--- config.mk ---
export PLATFORM = sky130hd
export DESIGN_NAME = clk_counter
export DESIGN_NICKNAME = d
export VERILOG_FILES = /design/src/rtl/clk_counter.sv
export SDC_FILE = /design/constraint.sdc
export NUM_CORES = 1
export LEC_CHECK = 0
export ABC_AREA = 1
export BUFFER_PORTS_ARGS = -buffer_cell sky130_fd_sc_hd__buf_4
export CORE_MARGIN = 2
export CORE_UTILIZATION = 30
export DETAILED_ROUTE_END_ITERATION = 10
export HOLD_SLACK_MARGIN = 0.02
export SYNTH_ARGS = -nofsm -noshare
export SYNTH_HDL_FRONTEND = slang
export SYNTH_SLANG_ARGS = --single-unit
--- constraint.sdc ---
create_clock -name clk -period 1.8 [get_ports clk]
set_input_delay 0.18 -clock clk [delete_from_list [all_inputs] [get_ports clk]]
set_output_delay 0.18 -clock clk [all_outputs]
set_load 0.01 [all_outputs]
--- src/rtl/clk_counter.sv ---
// Free-running 32-bit cycle counter used as a clock-divider tap source.
module clk_counter (
    input  logic        clk,
    input  logic        rst,
    output logic [31:0] clkdiv
);

    logic [31:0] count_q;

    // Count every cycle, wrapping naturally; cleared by synchronous active-low reset.
    always_ff @(posedge clk) begin
        if (!rst) begin
            count_q <= 32'd0;
        end else begin
            count_q <= count_q + 32'd1;
        end
    end

    assign clkdiv = count_q;

endmodule

==> metrics.md <==
| Metric | Value |
|---|---|
| Status | `complete, no violations` |
| Global route overflow | `0` |
| Reg-to-Reg Start | `clkdiv[0]` |
| Worst-case reg-to-reg path depth | `8` |
| Clk slew on worst S/H paths | `about 0.07 ns` |
| Hold path startpoint | `rst` |
| #FFs+latches synth | `32` |
| I/O pins | `34` |
| FF-to-FF End | `clkdiv[24]` |
| Clock Path Buffers | `2` |
| Worst Hold Depth | `3` |
| Synth Net Count | `around 250` |
| Crit end category | `flip-flop` |
| DP Wirelength | `between 3000 and 4000 um` |
| Critical path class | `reg2reg` |
| Max-slew violation count | `0` |
| Seq/Total Area, Yosys | `0.383` |
| Share of cells above drive strength 1 | `0.213` |
| Hold Path Sink | `clkdiv[1]` |
| Top-count cell post-synth | `nand2_1` |
| Setup TNS | `0 ns` |
| TritonCTS clock tree | `built` |
| Wire per inst | `about 11 um` |
| Vias | `about 1600` |
| Antenna cells | `0` |
| I/O Buffers | `33` |
| Vias per std cell | `around 4.5` |
| Tmin final | `1.43 ns` |
| Wirelength, routed | `4100 um` |
| Worst hold path class | `in2reg` |
| Top cells by area, synth | `dfxtp_1, nand2_1, nor2_1` |
| Post-CTS Resized | `0` |
| Post-CTS setup buffer count | `0` |
| Initial Util | `0.308` |
| Period utilization | `0.793` |
| Core area | `5440 um^2` |
| Design Area, Final | `2080 um^2` |
| Largest net degree at the start of global routing | `25` |
| Number of enable flip-flop cells after synthesis | `0` |
| Nets | `290` |
| Global placer's final weighted congestion | `0.833` |
| GRT Overall Usage | `0.140` |
| Die Area | `between 6000 and 7000 um^2` |
| Pwr Density | `615 nW/um^2` |
| Peak VDD IR | `a little under 0.4 mV` |
| Worst-margin pin slew | `approximately 0.27 ns` |
| Post-synth top cells | `nand2_1, nor2_1, dfxtp_1` |
| Dpl cells | `between 300 and 400` |
| CTS Sinks | `32` |
| R2R Setup Slk | `approximately 0.37 ns` |
| Pleak | `about 0.83 nW` |
| Synth Cell Area | `about 1700 um^2` |
| Final Non-Filler Cells | `around 360` |
| Root Buffer | `clkbuf_8` |
| Top FF cell, synth | `dfxtp_1` |
| Antenna violations before repair | `0` |
| Post-synth top area share | `0.383` |
| Max_cap viols | `0` |
| Synth cell types | `23` |
| Max reg flops | `32` |
| Fillers | `a little under 600` |
| TritonRoute pass-1 iters | `4` |
| Hold Vio Cnt, Final | `0` |
| Syn Inst Count | `about 250` |
| Number of global-route vias before repair | `1468` |
| Avg Cell Area, Syn | `6.72 um^2` |
| Crit Path Max Fanout | `7` |
| Final ANT Viol Nets | `0` |
| Number of core rows | `27` |
| Max transition margin | `0.818` |
| First-pass GRT wire length | `around 7000 um` |
| Area grow syn2layout | `24.4%` |
| Skew-Pair Late Insertion Delay | `roughly 0.28 ns` |
| Post-synth ARST share | `0` |
| Crit start category | `flip-flop` |
| Chip Width | `about 79 um` |
| RSZ-0062 raised after global routing | `false` |
| Yosys Warn Count | `0` |
| TritonCTS Buffers | `5` |
| # H-tree levels | `2` |
| Die Y | `slightly below 80 um` |
| DRC errors left | `0` |
| FMAX | `~700 MHz` |
| Clock skew | `just over 0.005 ns` |
| Crit path DAT | `between 1.5 and 2 ns` |
| Cts hold-fix bufs | `0` |
| Setup-failing EPs final | `0` |
| First DRT Iteration DRCs | `98` |
| Synth area leader | `dfxtp_1` |
| Required time of the critical path | `1.97 ns` |
| Post-DP Area | `roughly 2000 um^2` |
[per-layer routing]
layer	GRT usage	vias to the layer above	share of wire
li1	-	860	-
met5	0	-	0
met3	0.0250	6	0.040
met1	0.194	727	0.48
met4	0.0421	0	0.013
met2	0.222	33	0.47
[kinds of logic after synthesis]
family          synth area share
simple gates               0.459
flops                      0.383
compound gates            0.0957
buf+inv                   0.0448
xor+xnor                  0.0105
fa+ha+maj                0.00747
[critical path, stage by stage (launching register included)]
cell     delay (ns)
dfxtp_1        0.38
ha_1           0.19
nand2_1        0.10
nor2_4         0.15
nand2_4        0.12
nor2_4         0.18
nand3_1        0.08
nand2_1        0.06
nor2_1         0.04
[cell type report]
cell class / count / area, um^2 / area share
Inverter: 18 / 67.6 / 0.0325
Multi-Input combinational cell: 197 / 958 / 0.460
Tap cell: 72 / 90.1 / 0.0433
Clock inverter: 1 / 5.00 / 0.00240
Sequential cell: 32 / 641 / 0.308
Clock buffer: 6 / 72.6 / 0.0349
Timing Repair Buffer: 33 / 248 / 0.119
[power by group]
group          switching [mW]  internal [mW]
Combinational          0.0271         0.0179
Clock                   0.255          0.263
Sequential            0.00536          0.714
[worst max-delay path by stage]
stage / slack [ns] / from / end
after floorplan: 0.46 / clkdiv[0] / clkdiv[10]
after global placement: 0.41 / clkdiv[0] / clkdiv[20]
after detailed placement: 0.38 / clkdiv[0] / clkdiv[24]
after CTS: 0.35 / clkdiv[0] / clkdiv[24]
after global routing: 0.24 / clkdiv[18] / clkdiv[28]
final: 0.37 / clkdiv[0] / clkdiv[24]
[layout by cell type (no fill, tap or decap), types with 2 or more instances in the layout]
master,synthesis,final
and2_1,3,3
xor2_1,2,2
nand2_4,2,2
o21a_1,2,2
inv_1,16,16
nand2_1,66,66
nor2_4,8,8
dfxtp_1,32,32
o21ai_0,7,7
nand3_1,15,15
nor3b_1,2,2
nor2_2,6,6
nor2_1,53,53
clkbuf_8,0,5
buf_4,0,33
nand2_2,4,4
a21oi_1,22,22
[through the flow]
stage | utilization | hold WS, ns | power, mW | setup WS (ns)
floorplan | - | 0.318 | 0.763 | 0.455
finish | 0.383 | 0.256 | 1.28 | 0.373
global route | 0.383 | 0.261 | 1.33 | 0.237
CTS | 0.383 | 0.253 | 1.30 | 0.355
global placement | 0.369 | 0.446 | 0.780 | 0.410
detailed placement | 0.369 | 0.465 | 0.781 | 0.378
(Power assumes the default switching activity.)
